**src/rtl/instr_fetch_unit_if.sv**
```systemverilog
// Fetch-to-imem and fetch-to-decoder signal bundle.
// The master modport is the fetch unit; the slave modport is memory, redirect source and decoder.
interface instr_fetch_unit_if #(
  parameter int unsigned ADDR_WIDTH = 32
);
  logic                  imem_req;
  logic [ADDR_WIDTH-1:0] imem_addr;
  logic [31:0]           imem_rdata;
  logic                  imem_valid;
  logic                  redirect_valid;
  logic [ADDR_WIDTH-1:0] redirect_pc;
  logic                  id_ready;
  logic                  if_valid;
  logic [31:0]           instr;
  logic [5:0]            opcode;
  logic [5:0]            funct;
  logic [ADDR_WIDTH-1:0] pc_out;
  logic [ADDR_WIDTH-1:0] pc_plus4;

  modport master (
    output imem_req, imem_addr, if_valid, instr, opcode, funct, pc_out, pc_plus4,
    input  imem_rdata, imem_valid, redirect_valid, redirect_pc, id_ready
  );

  modport slave (
    input  imem_req, imem_addr, if_valid, instr, opcode, funct, pc_out, pc_plus4,
    output imem_rdata, imem_valid, redirect_valid, redirect_pc, id_ready
  );
endinterface

```
**src/rtl/instr_fetch_unit.sv**
```systemverilog
// Fetch stage: holds the PC, issues one imem request at a time and presents the returned
// word to the decoder with a valid/ready handshake; accepts redirects from later stages.
module instr_fetch_unit #(
  parameter int unsigned           ADDR_WIDTH = 32,
  parameter logic [ADDR_WIDTH-1:0] RESET_PC   = '0
) (
  input logic                clk,
  input logic                reset,
  instr_fetch_unit_if.master bus
);

  typedef enum logic [2:0] {IDLE, REQ, WAIT, HOLD, DRAIN} state_t;

  localparam logic [ADDR_WIDTH-1:0] PC_STEP    = ADDR_WIDTH'(4);
  localparam logic [ADDR_WIDTH-1:0] ALIGN_MASK = ~ADDR_WIDTH'(3);

  state_t                state;
  logic [ADDR_WIDTH-1:0] pc;
  logic [ADDR_WIDTH-1:0] pc_nxt;
  logic                  redir;
  logic                  imem_req_q;
  logic [ADDR_WIDTH-1:0] imem_addr_q;
  logic                  if_valid_q;
  logic [31:0]           instr_q;
  logic [ADDR_WIDTH-1:0] pc_out_q;
  logic [ADDR_WIDTH-1:0] pc_plus4_q;

  assign redir = bus.redirect_valid && (state != IDLE);

  // Redirect takes priority over the decoder consuming the held instruction.
  always_comb begin
    pc_nxt = pc;
    if (redir) begin
      pc_nxt = bus.redirect_pc & ALIGN_MASK;
    end else if (state == HOLD && bus.id_ready) begin
      pc_nxt = pc + PC_STEP;
    end
  end

  always_ff @(posedge clk) begin
    if (reset) begin
      state       <= IDLE;
      pc          <= RESET_PC;
      imem_req_q  <= 1'b0;
      imem_addr_q <= '0;
      if_valid_q  <= 1'b0;
      instr_q     <= '0;
      pc_out_q    <= '0;
      pc_plus4_q  <= '0;
    end else begin
      pc         <= pc_nxt;
      imem_req_q <= 1'b0;
      unique case (state)
        IDLE: begin
          state       <= REQ;
          imem_req_q  <= 1'b1;
          imem_addr_q <= pc_nxt;
        end
        REQ: begin
          // A redirect here cancels the request already on the bus; its response must be drained.
          state <= redir ? DRAIN : WAIT;
        end
        WAIT: begin
          if (bus.imem_valid) begin
            if (redir) begin
              state       <= REQ;
              imem_req_q  <= 1'b1;
              imem_addr_q <= pc_nxt;
            end else begin
              instr_q    <= bus.imem_rdata;
              pc_out_q   <= pc;
              pc_plus4_q <= pc + PC_STEP;
              if_valid_q <= 1'b1;
              state      <= HOLD;
            end
          end else if (redir) begin
            state <= DRAIN;
          end
        end
        HOLD: begin
          if (redir || bus.id_ready) begin
            if_valid_q  <= 1'b0;
            state       <= REQ;
            imem_req_q  <= 1'b1;
            imem_addr_q <= pc_nxt;
          end
        end
        DRAIN: begin
          // The stale response retires the cancelled request even if another redirect lands with it.
          if (bus.imem_valid) begin
            state       <= REQ;
            imem_req_q  <= 1'b1;
            imem_addr_q <= pc_nxt;
          end
        end
        default: state <= IDLE;
      endcase
    end
  end

  assign bus.imem_req  = imem_req_q;
  assign bus.imem_addr = imem_addr_q;
  assign bus.if_valid  = if_valid_q;
  assign bus.instr     = instr_q;
  assign bus.opcode    = instr_q[31:26];
  assign bus.funct     = instr_q[5:0];
  assign bus.pc_out    = pc_out_q;
  assign bus.pc_plus4  = pc_plus4_q;

endmodule

```
**src/flat_wrapper.sv**
```systemverilog
// flat-port wrapper written by rule: the top's interface ports become plain ports
module instr_fetch_unit_flat 
#(
  parameter int unsigned           ADDR_WIDTH = 32,
  parameter logic [ADDR_WIDTH-1:0] RESET_PC   = '0
)
  (clk, reset, bus_imem_req, bus_imem_addr, bus_if_valid, bus_instr, bus_opcode, bus_funct, bus_pc_out, bus_pc_plus4, bus_imem_rdata, bus_imem_valid, bus_redirect_valid, bus_redirect_pc, bus_id_ready);
  instr_fetch_unit_if #(.ADDR_WIDTH(ADDR_WIDTH)) bus_i ();
  input logic clk;
  input logic reset;
  output wire logic [$bits(bus_i.imem_req)-1:0] bus_imem_req;
  output wire logic [$bits(bus_i.imem_addr)-1:0] bus_imem_addr;
  output wire logic [$bits(bus_i.if_valid)-1:0] bus_if_valid;
  output wire logic [$bits(bus_i.instr)-1:0] bus_instr;
  output wire logic [$bits(bus_i.opcode)-1:0] bus_opcode;
  output wire logic [$bits(bus_i.funct)-1:0] bus_funct;
  output wire logic [$bits(bus_i.pc_out)-1:0] bus_pc_out;
  output wire logic [$bits(bus_i.pc_plus4)-1:0] bus_pc_plus4;
  input wire logic [$bits(bus_i.imem_rdata)-1:0] bus_imem_rdata;
  input wire logic [$bits(bus_i.imem_valid)-1:0] bus_imem_valid;
  input wire logic [$bits(bus_i.redirect_valid)-1:0] bus_redirect_valid;
  input wire logic [$bits(bus_i.redirect_pc)-1:0] bus_redirect_pc;
  input wire logic [$bits(bus_i.id_ready)-1:0] bus_id_ready;
  assign bus_imem_req = bus_i.imem_req;
  assign bus_imem_addr = bus_i.imem_addr;
  assign bus_if_valid = bus_i.if_valid;
  assign bus_instr = bus_i.instr;
  assign bus_opcode = bus_i.opcode;
  assign bus_funct = bus_i.funct;
  assign bus_pc_out = bus_i.pc_out;
  assign bus_pc_plus4 = bus_i.pc_plus4;
  assign bus_i.imem_rdata = bus_imem_rdata;
  assign bus_i.imem_valid = bus_imem_valid;
  assign bus_i.redirect_valid = bus_redirect_valid;
  assign bus_i.redirect_pc = bus_redirect_pc;
  assign bus_i.id_ready = bus_id_ready;
  instr_fetch_unit #(.ADDR_WIDTH(ADDR_WIDTH), .RESET_PC(RESET_PC)) u_core (.clk(clk), .reset(reset), .bus(bus_i));
endmodule
```
**config.mk**
```make
export PLATFORM = sky130hd
export DESIGN_NAME = instr_fetch_unit_flat
export DESIGN_NICKNAME = d
export VERILOG_FILES = /design/src/rtl/instr_fetch_unit_if.sv /design/src/rtl/instr_fetch_unit.sv /design/src/flat_wrapper.sv
export SDC_FILE = /design/constraint.sdc
export NUM_CORES = 1
export LEC_CHECK = 0
export CAP_MARGIN = 20
export CORE_MARGIN = 5
export CORE_UTILIZATION = 51
export DETAILED_ROUTE_END_ITERATION = 6
export GPL_TIMING_DRIVEN = 0
export MAX_ROUTING_LAYER = met4
export PLACE_DENSITY = 0.92
export SETUP_SLACK_MARGIN = 0.5
export SLEW_MARGIN = 15
export SYNTH_ARGS = -nofsm -noshare
export SYNTH_HDL_FRONTEND = slang
export SYNTH_SLANG_ARGS = --single-unit
```
**constraint.sdc**
```tcl
create_clock -name clk -period 4.35 [get_ports clk]
set_input_delay 0.435 -clock clk [delete_from_list [all_inputs] [get_ports clk]]
set_output_delay 0.435 -clock clk [all_outputs]
set_load 0.03 [all_outputs]
```
======== Word level (Yosys, flattened, before mapping) ========
Index checks and enable logic that the tools add are counted.
storage, ports and cells
  register bits after elaboration ......... 165
  bits in latches ......................... 0
  memory bits (writable) .................. 0
  memory bits (read-only) ................. 0
  input port bits ......................... 69
  output and inout port bits .............. 142
  logic and storage cells ................. 54
  memories ................................ 0
operators by class
  add/subtract/negate cells ............... 1
  $mul .................................... 0
  divide/modulo/power cells ............... 0
  $lt $le $gt $ge ......................... 0
  equal/unequal tests ..................... 10
  shift operators ......................... 0
  muxes and demuxes ....................... 23
  bitwise logic cells ..................... 1
  reductions and logical operators ........ 11
operator list
  operator                                                                  number
  32-bit 2-to-1 mux                                                         6
  32-bit case mux with 4 select lines                                       1
  32-bit by 3-bit adder with 32-bit output (second input constant)          1
  3-bit 2-to-1 mux                                                          5
  3-bit case mux with 5 select lines                                        1
  2-bit inequality test (second input constant)                             4
  1-bit 2-to-1 mux                                                          7
  3-bit by 2-bit equality test with 1-bit output (second input constant)    2
  3-bit AND reduction                                                       2
  5-bit AND reduction                                                       1
  1-bit case mux with 4 select lines                                        1
  4-bit AND reduction                                                       1
  4-bit nonzero test                                                        1
  3-bit by 1-bit equality test with 1-bit output (second input constant)    1
  3-bit equality test (second input constant)                               1
  3-bit zero test                                                           1
  3-bit by 2-bit inequality test with 1-bit output (second input constant)  1
  3-bit nonzero test                                                        1
  1-bit logical AND                                                         2
  2-bit 2-to-1 mux                                                          1
  2-bit by 1-bit inequality test with 1-bit output (second input constant)  1
  1-bit case mux with 2 select lines                                        1
  2-bit nonzero test                                                        1
  1-bit logical OR                                                          1
  1-bit inverter                                                            1

======== Longest topological paths before layout ========
Gate-level depths: netlist (run 1).
  depth in word-level cells ............... 7
  mapped depth ............................ 8
  depth with buffers taken out ............ 6

======== Worst setup path before layout (run 1) ========
OpenSTA, ideal clock, no wires.
  kind .................................... flip-flop to flip-flop
  start ................................... register u_core.pc[2]
  end ..................................... register u_core.imem_addr_q[20] (netlist: u_core.bus.imem_addr[20])
  setup time .............................. 87 ps
  arrival time ............................ 2,102 ps
  required time ........................... 4,263 ps
  slack ................................... 2,161 ps
  stages on the path, launching flop included .. 7
  buffers on the path ..................... 0
  clock period less this slack ............ 2,189 ps
  cells stage by stage .................... dfxtp_1 -> ha_1 -> nand3_1 -> nor4_2 -> nor4b_1 -> nor3_1 -> o31ai_1
between the ends
  word-level cells in the longest chain between the ends .. 6
  elaborated cells on any way between the ends .. 8
  those cells by class .................... add/sub: 1; mux: 7
ends and longest elaborated chain
  element                                       line                    RTL
  start, declared                               instr_fetch_unit.sv:18  logic [ADDR_WIDTH-1:0] pc;
  start signal, assigned                        instr_fetch_unit.sv:51  pc <= pc_nxt;
  32-bit by 3-bit adder with 32-bit output (*)  instr_fetch_unit.sv:36  pc_nxt = pc + PC_STEP;
  32-bit 2-to-1 mux (*)                         instr_fetch_unit.sv:35  end else if (state == HOLD && bus.id_ready) begin
  32-bit 2-to-1 mux (*)                         instr_fetch_unit.sv:33  if (redir) begin
  32-bit 2-to-1 mux                             instr_fetch_unit.sv:65  if (redir) begin
  32-bit 2-to-1 mux                             instr_fetch_unit.sv:64  if (bus.imem_valid) begin
  32-bit case mux with 4 select lines (*)       instr_fetch_unit.sv:53  unique case (state)
  end signal, assigned                          instr_fetch_unit.sv:57  imem_addr_q <= pc_nxt;
  end signal, assigned                          instr_fetch_unit.sv:68  imem_addr_q <= pc_nxt;
  end signal, assigned                          instr_fetch_unit.sv:85  imem_addr_q <= pc_nxt;
  end, declared                                 instr_fetch_unit.sv:22  logic [ADDR_WIDTH-1:0] imem_addr_q;
Mark *: on every way between the ends. The rest lies on a longest branch, timed or not. The select of a mux whose other input is x is not followed.
A chain may end at the register's enable or synchronous reset.

======== Worst setup path in the final report (run 1) ========
  start ................................... register u_core.pc[2]
  end ..................................... register u_core.imem_addr_q[18] (netlist: u_core.bus.imem_addr[18])
The elaborated chain is that of the path after synthesis.

==> results of run 1 <==
-- through the flow --
stage,setup slack [ns],area (µm²),std cells
2_1_floorplan,2.161,7163,867
3_3_place_gp,1.528,9460,1254
3_5_place_dp,1.483,9460,1254
4_1_cts,1.565,10080,1286
5_1_grt,1.212,10080,1286
6_report,1.437,10080,1286
-- worst max path at each step --
| stage | to | slack, ns | depth (start not counted) |
|---|---|---|---|
| 2_1_floorplan | u_core.bus.imem_addr[20]$_SDFFE_PP0P_ | 2.16 | 6 |
| 3_3_place_gp | u_core.bus.imem_addr[20]$_SDFFE_PP0P_ | 1.53 | 7 |
| 3_5_place_dp | u_core.bus.imem_addr[18]$_SDFFE_PP0P_ | 1.48 | 7 |
| 4_1_cts | u_core.bus.imem_addr[20]$_SDFFE_PP0P_ | 1.56 | 6 |
| 5_1_grt | u_core.bus.imem_addr[18]$_SDFFE_PP0P_ | 1.21 | 6 |
| 6_report | u_core.bus.imem_addr[18]$_SDFFE_PP0P_ | 1.44 | 6 |
-- cell families after synthesis --
group	share of synthesized area (%)
AO/OA/AOI/OAI	16.61
multiplexers	0.7162
AND/OR/NAND/NOR	24.19
flip-flops	45.55
adder cells (fa/ha/maj)	0.1746
XOR/XNOR	4.646
buffers and inverters	8.105
-- power groups by stage --
stage | sequential, mW | combinational (mW) | clock (mW)
after floorplan | 1.71 | 0.280 | 0
after global placement | 1.64 | 0.588 | 0
after detailed placement | 1.65 | 0.597 | 0
after CTS | 1.62 | 0.605 | 1.57
after global routing | 1.62 | 0.649 | 1.64
final | 1.62 | 0.612 | 1.57
-- final cells by class --
cell class / count / share of cell area [%]
flip-flops and latches: 163 / 32.37
multi-input cells: 604 / 32.92
clock buffers: 21 / 4.666
clock inverters: 11 / 1.502
well taps: 180 / 2.234
inverters: 6 / 0.2234
repair buffers: 207 / 20.55
plain buffers: 94 / 5.535
-- Yosys cell counts, types with 4 or more instances --
cell type  instances
a211o_1            4
a211oi_1          21
a21oi_1           91
a311oi_1           6
a31o_2             5
and3_1             9
and4_1             5
buf_2              5
buf_4             18
buf_6              4
clkbuf_1          56
clkbuf_8          10
dfxtp_1          163
inv_1              5
mux2i_1            4
nand2_1          165
nand3_1           36
nand4_1           14
nor2_1            69
nor3_1            28
nor4_1            14
o21ai_0           21
o31a_1             4
o31ai_1            9
o41ai_1            7
or3_1              7
or4_1              5
xnor2_1           27
xor2_1            11
-- cells in the final DEF, fill, tap and decap left out, types with 3 or more instances in the layout --
master,Yosys,final
buf_2,5,5
clkbuf_16,0,17
or4_1,5,5
a311oi_1,6,6
nand3_1,36,36
nor4_1,14,14
and3_1,9,9
nand2_1,165,165
o41ai_1,7,7
mux2i_1,4,4
nor2_1,69,69
bufinv_16,0,3
clkbuf_8,10,13
o31ai_1,9,9
clkdlybuf4s50_1,0,207
o31a_1,4,4
or3_1,7,7
xor2_1,11,11
a211oi_1,21,21
a211o_1,4,4
clkinvlp_4,0,4
nor3_1,28,28
a31o_2,5,5
o21ai_0,21,21
and4_1,5,5
a311o_1,3,3
o21ai_1,3,3
dfxtp_1,163,163
inv_1,5,5
buf_6,4,4
buf_4,18,18
a21oi_1,91,91
xnor2_1,27,27
nand4_1,14,14
clkbuf_1,56,57
-- state kept, by name, summed over array words and instances (netlist names) --
| signal | cells |
|---|---|
| u_core.bus.pc_plus4 | 32 |
| u_core.bus.imem_addr | 32 |
| u_core.bus.instr | 32 |
| u_core.state | 3 |
| u_core.pc | 32 |
| u_core.bus.if_valid | 1 |
| u_core.bus.imem_req | 1 |
| u_core.bus.pc_out | 30 |
-- layer usage --
metal	vias up	routed length, µm	global-route usage (%)
met3	75	2450	7.264
li1	3465	-	-
met5	-	0	-
met4	0	893	12.66
met2	474	10770	45.27
met1	3421	9369	34.79
-- critical path: cells and delay by family, from the launching register on --
kind | cells | cell delay, ns
AOI/OAI and AO/OA | 2 | 0.41
adders and majority gates | 1 | 0.29
DFF | 1 | 0.52
and+or+nand+nor | 3 | 1.57
==> impl_metrics.py, run 1 <==
metrics = {
    "run_status": {
        "status": "completed",
    },
    "clock_network": {
        "cts_buffers": 17,
        "cts_setup_buffers": 0,
        "cts-root-buf": "clkbuf_16",
        "cts_max_level": 4,
        "holdBufCountCts": 0,
        "cts-resized-gates": 0,
        "cts_tree": "yes",
        "clkLatencyLatePin_ns": 0.43,
        "cts_sinks": 163,
        "clock_path_buffers": 2,
        "cts.clk_slew.worst_paths_ns": 0.06,
    },
    "routing": {
        "finalWirelength_um": 23480,
        "drtIter0Drc": 667,
        "drt_pass1_iterations": 6,
        "num_vias": 7435,
        "drc": 0,
        "ant_nets": 0,
        "viasPerCell": 5.781,
        "wl_per_cell_um": 18.26,
    },
    "synth": {
        "synth_area_leaders": "dfxtp_1 (46%), nand2_1 (8.6%), a21oi_1 (6.4%)",
        "netlist_instances": 867,
        "synth_ff_type": "dfxtp_1",
        "ys_seq_area_share_pct": 45.55,
        "synthesis.area_um2": 7163,
        "synth_top_area_cell": "dfxtp_1",
        "yosys_warnings": 0,
        "synthesis.nets": 937,
        "ys_seq_elements": 163,
        "yosysUniqueCellTypes": 63,
        "syn_area_per_cell_um2": 8.262,
        "synth_top_area_share_pct": 45.55,
        "synth-edff-count": 0,
        "async_reset_ff_share_pct": 0,
    },
    "die": {
        "start_util_pct": 51.81,
        "rows": 43,
        "die_x_um": 128.5,
        "fp.dieH_um": 128.5,
        "dieArea_um2": 16520,
        "coreArea_um2": 13830,
        "io-pin-count": 211,
    },
    "timing": {
        "max_slew_margin_pct": 32.02,
        "rsz0062_at_grt": "no",
        "finalCriticalPeriod_ns": 2.913,
        "finalMaxSlewViolations": 0,
        "finalClockSkew_ns": 0.01012,
        "timing.hold.ws_ns": 0.4535,
        "finalHoldViolCount": 0,
        "min_period_over_period_pct": 66.97,
        "worstMarginPinSlew_ns": 1.010,
        "setup_violations": 0,
        "finalSetupTns_ns": 0,
        "fmaxAchievable_ghz": 0.3432,
    },
    "critical_path": {
        "crit_chain": "ha_1 -> nand3_1 -> nor4_2 -> a21boi_0 -> nor3_1 -> o31ai_1",
        "r2r_cells": 6,
        "timing.rr.start": "u_core.pc[2]$_SDFF_PP0_",
        "crit_path_end_kind": "flip-flop",
        "crit_path_start": "u_core.pc[2]$_SDFF_PP0_",
        "path_class": "flip-flop to flip-flop",
        "r2r_slack_ns": 1.44,
        "critPathMaxFanout": 9,
        "crit_arrival_ns": 3.22,
        "regToRegEndpoint": "u_core.bus.imem_addr[18]$_SDFFE_PP0P_",
        "critPathLaunchType": "flip-flop",
        "cpPeakStageDelay_ns": 0.92,
        "required_ns": 4.65,
        "crit_slowest_cell": "nor4_2",
    },
    "global_routing": {
        "grt_pass1_wl_um": 36490,
        "antenna_found_initial": 0,
        "grt_pass1_vias": 7161,
        "grt_usage_pct": 28.70,
        "grt_max_degree": 17,
        "grt_overflow": 0,
    },
    "final_layout": {
        "drive_gt1_share_pct": 7.776,
        "multiInputGateArea_um2": 3319,
        "fin_nets": 1163,
        "fillers": 1021,
        "n_antenna_cell": 0,
        "final_util_pct": 72.92,
        "seq_area_um2": 3263,
        "area_growth_pct": 40.75,
    },
    "worst_hold_path": {
        "whs_endpoint": "u_core.bus.pc_out[27]$_SDFFE_PP0P_",
        "worst_hold_path_type": "flip-flop to flip-flop",
        "min_path_cells": 2,
        "hold_start": "u_core.bus.pc_out[27]$_SDFFE_PP0P_",
    },
    "job": {
        "maxCapViolCount": 0,
    },
    "placed_design": {
        "place_congestion": 1.005,
        "dp_hpwl_um": 17570,
        "portBuffers": 207,
    },
    "power": {
        "pwr-share-comb_pct": 16.1,
        "vdd.ir_drop.worst_v": 0.0003117,
        "p_int_mw": 2.768,
        "switching_share_pct": 27.09,
        "finalPower_mw": 3.796,
        "seqPwrFrac_pct": 42.7,
        "power.density_nw_per_um2": 376.5,
        "clockPowerShare_pct": 41.2,
        "p_sw_mw": 1.028,
        "leakage_nw": 3.416,
    },
}
Power figures use the tool's default switching activity.
==> run 2: changes to the inputs <==
--- a/config.mk
+++ b/config.mk
@@ -7,11 +7,11 @@
 export LEC_CHECK = 0
 export CAP_MARGIN = 20
 export CORE_MARGIN = 5
-export CORE_UTILIZATION = 51
+export CORE_UTILIZATION = 43
 export DETAILED_ROUTE_END_ITERATION = 6
 export GPL_TIMING_DRIVEN = 0
 export MAX_ROUTING_LAYER = met4
-export PLACE_DENSITY = 0.92
+export PLACE_DENSITY = 0.84
 export SETUP_SLACK_MARGIN = 0.5
 export SLEW_MARGIN = 15
 export SYNTH_ARGS = -nofsm -noshare
==> constraint.sdc (replaced) <==
create_clock -name clk -period 2.5 [get_ports clk]
set_input_delay 0.25 -clock clk [delete_from_list [all_inputs] [get_ports clk]]
set_output_delay 0.25 -clock clk [all_outputs]
set_load 0.03 [all_outputs]
==> impl_metrics.py, run 2 (synthesis results as in run 1) <==
metrics = {
    "routing": {
        "drt_pass1_iterations": 7,
        "num_vias": 7611,
        "drc": 0,
        "ant_nets": 0,
        "viasPerCell": 5.527,
        "wl_per_cell_um": 18.73,
        "drtIter0Drc": 777,
        "finalWirelength_um": 25790,
    },
    "critical_path": {
        "required_ns": 2.87,
        "path_class": "flip-flop to flip-flop",
        "crit_arrival_ns": 2.53,
        "crit_path_end_kind": "flip-flop",
        "critPathMaxFanout": 6,
        "critPathLaunchType": "flip-flop",
    },
    "placed_design": {
        "dpl_cell_area_um2": 9549,
        "place_congestion": 0.9260,
        "dp_hpwl_um": 17710,
        "portBuffers": 207,
    },
    "final_layout": {
        "drive_gt1_share_pct": 19.97,
        "most-common-layout-cells": "clkdlybuf4s50_1 (206), nand2_1 (164), dfxtp_1 (148)",
        "mostFrequentLayoutCell": "clkdlybuf4s50_1",
        "area_growth_pct": 55.60,
        "n_antenna_cell": 0,
        "stdcell_area_um2": 11150,
        "fin_nets": 1214,
    },
    "timing": {
        "finalCriticalPeriod_ns": 2.161,
        "finalSetupTns_ns": 0,
        "worstMarginPinSlew_ns": 0.7785,
        "fmaxAchievable_ghz": 0.4628,
        "finalMaxSlewViolations": 0,
        "max_slew_margin_pct": 48.10,
        "setup_violations": 0,
        "finalHoldViolCount": 0,
        "min_period_over_period_pct": 86.43,
        "timing.hold.ws_ns": 0.2629,
        "finalClockSkew_ns": 0.009095,
        "rsz0062_at_grt": "yes",
    },
    "die": {
        "coreArea_um2": 16470,
        "rows": 47,
        "die_x_um": 139.1,
        "io-pin-count": 211,
        "fp.dieH_um": 139.1,
        "dieArea_um2": 19340,
        "start_util_pct": 43.50,
    },
    "global_routing": {
        "grt_pass1_wl_um": 37870,
        "grt_pass1_vias": 7014,
        "antenna_found_initial": 0,
        "grt_overflow": 0,
        "grt_max_degree": 17,
        "grt_usage_pct": 25.02,
    },
    "clock_network": {
        "cts-root-buf": "clkbuf_16",
        "cts_sinks": 163,
        "cts_tree": "yes",
        "clock_path_buffers": 2,
        "cts_max_level": 4,
        "clkLatencyLatePin_ns": 0.44,
        "cts.clk_slew.worst_paths_ns": 0.06,
        "cts_buffers": 17,
    },
    "worst_hold_path": {
        "worst_hold_path_type": "input port to flip-flop",
    },
    "run_status": {
        "status": "completed",
    },
    "power": {
        "power.density_nw_per_um2": 611.3,
        "vdd.ir_drop.worst_v": 0.0005310,
        "leakage_nw": 4.009,
    },
    "job": {
        "maxCapViolCount": 0,
    },
}
[run 2: per-stage QoR]
step | worst slack [ns] | instances | utilization [%] | power (mW)
final | 0.3392 | 1377 | 67.69 | 6.813
after CTS | 0.3667 | 1350 | 64.88 | 6.720
after global routing | 0.3027 | 1377 | 67.69 | 7.025
after global placement | -0.2797 | 1294 | 57.99 | 3.904
after detailed placement | -0.2960 | 1294 | 57.99 | 3.914
after floorplan | 0.5011 | 867 | - | 3.472
[run 2: final timing paths]
kind                                                   startpoint                                    end  slack, ns  depth (start not counted)
worst min register to register  u_core.bus.pc_out[3]$_SDFFE_PP0P_      u_core.bus.pc_out[3]$_SDFFE_PP0P_       0.45                          2
worst max-delay path                     u_core.pc[12]$_SDFF_PP0_  u_core.bus.imem_addr[19]$_SDFFE_PP0P_       0.34                          7
worst min-delay path                           bus_redirect_valid           u_core.state[2]$_SDFFE_PP0P_       0.26                          3
worst max register to register           u_core.pc[12]$_SDFF_PP0_  u_core.bus.imem_addr[19]$_SDFFE_PP0P_       0.34                          7
[run 2: power by group]
part / switching [mW] / internal (mW) / total [mW]
clock: 1.09 / 1.68 / 2.77
sequential: 0.103 / 2.72 / 2.83
combinational: 0.687 / 0.532 / 1.22
[run 2: area by class of cell]
class	instances	area, µm²
clock inverter	11	150.1
buffer	94	668.1
clock buffer	21	480.5
fill	1256	5320
sequential	163	3292
multi-input combinational	604	3762
timing repair buffer	258	2495
tap	220	275.3
inverter	6	22.52
[run 2: worst max-delay path, stage by stage, from the launching register on]
cell and delay, ns:
dfxtp_4 0.41, nand4_4 0.12, or4_4 0.53, buf_6 0.16, buf_6 0.11, or4_4 0.41
a31o_1 0.24, o21ai_1 0.11
[run 2: what timing repair did]
item | 4_1_cts | 5_1_grt
gates cloned | 1 | 0
hold buffers | 0 | 0
endpoints found under the setup margin | 155 | 118
pin swaps | 18 | 27
resized for setup | 88 | 68
setup buffers | 23 | 27
[run 2: layer usage]
layer,track usage (%),vias to the layer above,wire (µm)
li1,-,3563,-
met1,32.16,3490,10680
met2,39.32,480,11970
met3,4.414,78,2246
met4,9.887,0,892
met5,-,-,0
==> run 3: changes to the inputs <==
==> constraint.sdc (replaced) <==
create_clock -name clk -period 2.5 [get_ports clk]
set_input_delay 0.375 -clock clk [delete_from_list [all_inputs] [get_ports clk]]
set_output_delay 0.375 -clock clk [all_outputs]
set_load 0.03 [all_outputs]
==> impl_metrics.py, run 3 (synthesis results as in run 1) <==
metrics = {
    "timing": {
        "max_slew_margin_pct": 50.77,
        "min_period_over_period_pct": 86.12,
        "rsz0062_at_grt": "yes",
        "setup_ws_ns": 0.3471,
        "fmaxAchievable_ghz": 0.4645,
        "finalHoldViolCount": 0,
        "finalClockSkew_ns": 0.009264,
        "finalCriticalPeriod_ns": 2.153,
        "worstMarginPinSlew_ns": 0.7384,
        "setup_violations": 0,
        "finalMaxSlewViolations": 0,
    },
    "global_routing": {
        "antenna_found_initial": 0,
        "grt_pass1_vias": 7019,
        "grt_usage_pct": 25.14,
        "grt_pass1_wl_um": 38120,
        "grt_overflow": 0,
        "grt_max_degree": 17,
    },
    "critical_path": {
        "crit_slowest_cell": "or4_4",
        "critPathBufInv": 3,
        "crit_arrival_ns": 2.52,
        "required_ns": 2.86,
        "timing.rr.start": "u_core.pc[8]$_SDFF_PP0_",
        "regToRegEndpoint": "u_core.bus.imem_addr[19]$_SDFFE_PP0P_",
        "crit_path_end_kind": "flip-flop",
        "crit_chain": "buf_6 -> nand3_4 -> or4_4 -> buf_6 -> buf_6 -> or4_4 -> a31o_1 -> o21ai_1",
        "path_common_cell": "buf_6",
        "critPathMaxFanout": 5,
        "cpPeakStageDelay_ns": 0.52,
        "cp_top_family": "simple AND/OR/NAND/NOR gates",
        "path_class": "flip-flop to flip-flop",
        "critPathLaunchType": "flip-flop",
        "r2r_cells": 8,
        "r2r_slack_ns": 0.35,
    },
    "die": {
        "start_util_pct": 43.50,
        "io-pin-count": 211,
        "die_x_um": 139.1,
        "coreArea_um2": 16470,
        "fp.dieH_um": 139.1,
        "rows": 47,
        "dieArea_um2": 19340,
    },
    "routing": {
        "drt_pass1_iterations": 5,
        "drtIter0Drc": 800,
        "ant_nets": 0,
        "viasPerCell": 5.596,
        "finalWirelength_um": 26180,
        "wl_per_cell_um": 19.04,
        "num_vias": 7694,
        "drc": 0,
    },
    "worst_hold_path": {
        "whs_endpoint": "u_core.state[2]$_SDFFE_PP0P_",
        "hold_start": "bus_imem_valid",
        "min_path_cells": 3,
        "worst_hold_path_type": "input port to flip-flop",
    },
    "job": {
        "maxCapViolCount": 0,
    },
    "clock_network": {
        "clock_path_buffers": 2,
        "cts_tree": "yes",
        "cts_buffers": 17,
        "clkLatencyLatePin_ns": 0.43,
        "holdBufCountCts": 0,
        "cts-root-buf": "clkbuf_16",
        "cts.clk_slew.worst_paths_ns": 0.06,
        "cts_sinks": 163,
        "cts_max_level": 4,
    },
    "final_layout": {
        "stdcell_area_um2": 11210,
        "mostFrequentLayoutCell": "clkdlybuf4s50_1",
        "drive_gt1_share_pct": 20.69,
        "area_growth_pct": 56.54,
        "fin_nets": 1212,
        "seq_area_um2": 3293,
        "multiInputGateArea_um2": 3817,
        "n_antenna_cell": 0,
        "fillers": 1222,
        "most-common-layout-cells": "clkdlybuf4s50_1 (204), nand2_1 (164), dfxtp_1 (147)",
    },
    "placed_design": {
        "dp_hpwl_um": 17710,
        "dpl_cell_area_um2": 9549,
        "place_ws_ns": -0.4210,
        "portBuffers": 207,
        "place_congestion": 0.9260,
    },
    "run_status": {
        "status": "completed",
    },
    "power": {
        "power.density_nw_per_um2": 610.4,
        "leakage_nw": 4.044,
        "vdd.ir_drop.worst_v": 0.0005161,
        "finalPower_mw": 6.844,
    },
}
==> run 3: changes by cell type in the layout (fill, tap and decap cells not counted), sizes merged <==
cell           previous run  this run
clkbuf                   82        79
buf                      84        85
clkdlybuf4s50           206       204
dlygate4sd2               0         2
==> run 3: tightest hold or removal path, cell delays in order <==
cell,delay [ns]
dlymetal6s2s_1,0.21
nand3b_1,0.15
a21oi_1,0.05
==> run 3: how the worst max path moves through the flow <==
stage,from,to,slack [ns],cells after the start
2_1_floorplan,u_core.pc[7]$_SDFF_PP0_,u_core.bus.imem_addr[27]$_SDFFE_PP0P_,0.50,7
3_3_place_gp,bus_id_ready,u_core.bus.imem_addr[27]$_SDFFE_PP0P_,-0.40,7
3_5_place_dp,bus_id_ready,u_core.bus.imem_addr[27]$_SDFFE_PP0P_,-0.42,7
4_1_cts,u_core.pc[10]$_SDFF_PP0_,u_core.bus.imem_addr[27]$_SDFFE_PP0P_,0.37,7
5_1_grt,u_core.pc[8]$_SDFF_PP0_,u_core.bus.imem_addr[19]$_SDFFE_PP0P_,0.32,8
6_report,u_core.pc[8]$_SDFF_PP0_,u_core.bus.imem_addr[19]$_SDFFE_PP0P_,0.35,8
==> run 3: per-stage QoR <==
stage                     hold WS (ns)  utilization [%]  setup TNS (ns)  std cells
after global placement          0.4384            57.99          -22.08       1294
after detailed placement        0.4451            57.99          -28.09       1294
after floorplan                 0.4407                -               0        867
after CTS                       0.3990            64.83               0       1351
final                           0.4053            68.10               0       1375
after global routing            0.4075            68.10               0       1375
==> run 3: what timing repair did <==
action                                  4_1_cts  5_1_grt
endpoints found under the setup margin      155       83
setup buffers                                24       24
gates cloned                                  1        0
pin swaps                                    18       37
resized for setup                            88       98
==> run 3: layout make-up <==
cell class / count / area share [%]
sequential: 163 / 29.37
buffer: 94 / 6.115
timing repair buffer: 256 / 22.19
inverter: 6 / 0.2008
clock buffer: 21 / 4.285
multi-input combinational: 604 / 34.04
tap: 220 / 2.455
clock inverter: 11 / 1.339
==> run 3: where the power goes <==
group / switching, mW / total [mW] / internal (mW)
clock network: 1.09 / 2.77 / 1.68
registers: 0.106 / 2.83 / 2.72
logic: 0.699 / 1.24 / 0.545
==> run 3: routing by layer <==
layer  GRT usage [%]  part of all wire, %  wire (µm)  vias to the layer above
met3           4.517                  9.0       2358                       78
li1                -                    -          -                     3563
met4           10.04                  3.3        862                        0
met1           32.50                   41      10770                     3575
met2           39.17                   47      12180                      478
met5               -                    0          0                        -
==> variant (settings of run 3) <==
Reset style: asynchronous (`reset`), changed in one clocked block.
--- a/src/rtl/instr_fetch_unit.sv
+++ b/src/rtl/instr_fetch_unit.sv
@@ -38,5 +38,5 @@
   end
 
-  always_ff @(posedge clk) begin
+  always_ff @(posedge clk or posedge reset) begin
     if (reset) begin
       state       <= IDLE;
Behaviour: differs if reset is asserted again (counterexample within 4 cycles, from zero or initial values and one cycle with reset high); with reset held inactive, the same outputs for 4 cycles.
==> variant against run 3 <==
Sequential cell count unchanged; final cell count fell by 5.5%; critical endpoint is now u_core.pc[30]; area after synthesis is 6.1% higher; highest routed layer unchanged; maximum frequency up 10%; setup slack better by 200 ps; final area is 1.2% lower; wire length is 12% lower; count of clock-buffer cells in the layout increased by 1.
Power is not compared: it rests on default switching activity, and its combinational part moved more than twofold at a synthesized area within 25%.
==> variant: results (changes against run 3) <==
\begin{tabular}{lr}
\hline
Metric & Value \\
\hline
\multicolumn{2}{l}{\textbf{Worst setup path}} \\
\quad Highest net fanout along the worst path & 8 (+3) \\
\quad Worst Reg-to-Reg Cells & 7 (-1) \\
\quad Critical path's largest stage delay & 330 ps (-190 ps) \\
\quad Start point of the critical path & u\_core.pc[7] \\
\multicolumn{2}{l}{\textbf{Logic synthesis}} \\
\quad Cell count after synthesis & 807 (-6.9\%) \\
\quad Synth top area cells & sky130\_fd\_sc\_hd\_\_dfrtp\_1 54\%, sky130\_fd\_sc\_hd\_\_nand2\_1 12\%, sky130\_fd\_sc\_hd\_\_xor2\_1 3.7\% \\
\quad Async set-or-reset flop fraction in the synthesized netlist & 100\% (+100 points) \\
\multicolumn{2}{l}{\textbf{Drt}} \\
\quad DRT met1 WL & 9.67 mm (-10\%) \\
\quad DR WL met3 & 1.82 mm (-23\%) \\
\quad Total number of vias & 6,749 (-12\%) \\
\multicolumn{2}{l}{\textbf{Hold path}} \\
\quad Class of the worst hold path & input pin to async pin \\
\multicolumn{2}{l}{\textbf{Timing}} \\
\quad Smallest hold slack & 308 ps (-97.0 ps) \\
\quad Normalized max-slew margin & 67.3\% (+17 points) \\
\quad Post-layout minimum cycle time & 1950 ps (-204 ps) \\
\multicolumn{2}{l}{\textbf{Placement}} \\
\quad Number of port buffers & 208 (+0.48\%) \\
\quad Global placement routability congestion & 0.876 (-5.4\%) \\
\quad Final HPWL from detailed placement & 16.9 mm (-4.5\%) \\
\quad DP Cell Count & 1,246 (-3.7\%) \\
\multicolumn{2}{l}{\textbf{Clock network}} \\
\quad Resized cells post-CTS & 21 (-76\%) \\
\quad Post CTS Setup Buffer Count & 9 (-63\%) \\
\multicolumn{2}{l}{\textbf{Floorplanning}} \\
\quad Die X & 143 µm (+2.8\%) \\
\multicolumn{2}{l}{\textbf{Cells and area}} \\
\quad Sequential cell area & 0.00408 mm² (+24\%) \\
\quad Invs w/o clock & 5 (-1) \\
\quad Net count reported at finish & 1,133 (-6.5\%) \\
\quad Non-clock buffers & 307 (-12\%) \\
\multicolumn{2}{l}{\textbf{Status}} \\
\quad Outcome & completed \\
\hline
\end{tabular}
## variant: cell types whose count changed after synthesis, sizes merged, moves of 11 or more
cell,change
a211oi,-15
a21oi,-59
buf,+22
clkbuf,-45
dfrtp,+163
dfxtp,-163
mux2,+11
nand2,+89
nand3,-18
nor3,-11
o21ai,+15
xor2,+21
## variant: cell families (layout without fill, tap and decap cells)
logic type                 Yosys count  in the layout  share of synthesized area [%]
buffers and inverters               76            343                           5.70
xor gates and xnor gates            55             55                           6.34
DFF                                163            163                           53.7
and+or+nand+nor                    398            399                           23.8
adders and majority gates            1              1                          0.165
AOI/OAI and AO/OA                   98             98                           8.02
muxes                               16             16                           2.30
## variant: report_power, final
group / switching, mW / total, mW / internal, mW
logic: 5.44 / 9.18 / 3.74
registers: 0.848 / 4.74 / 3.89
clock network: 1.02 / 2.63 / 1.62
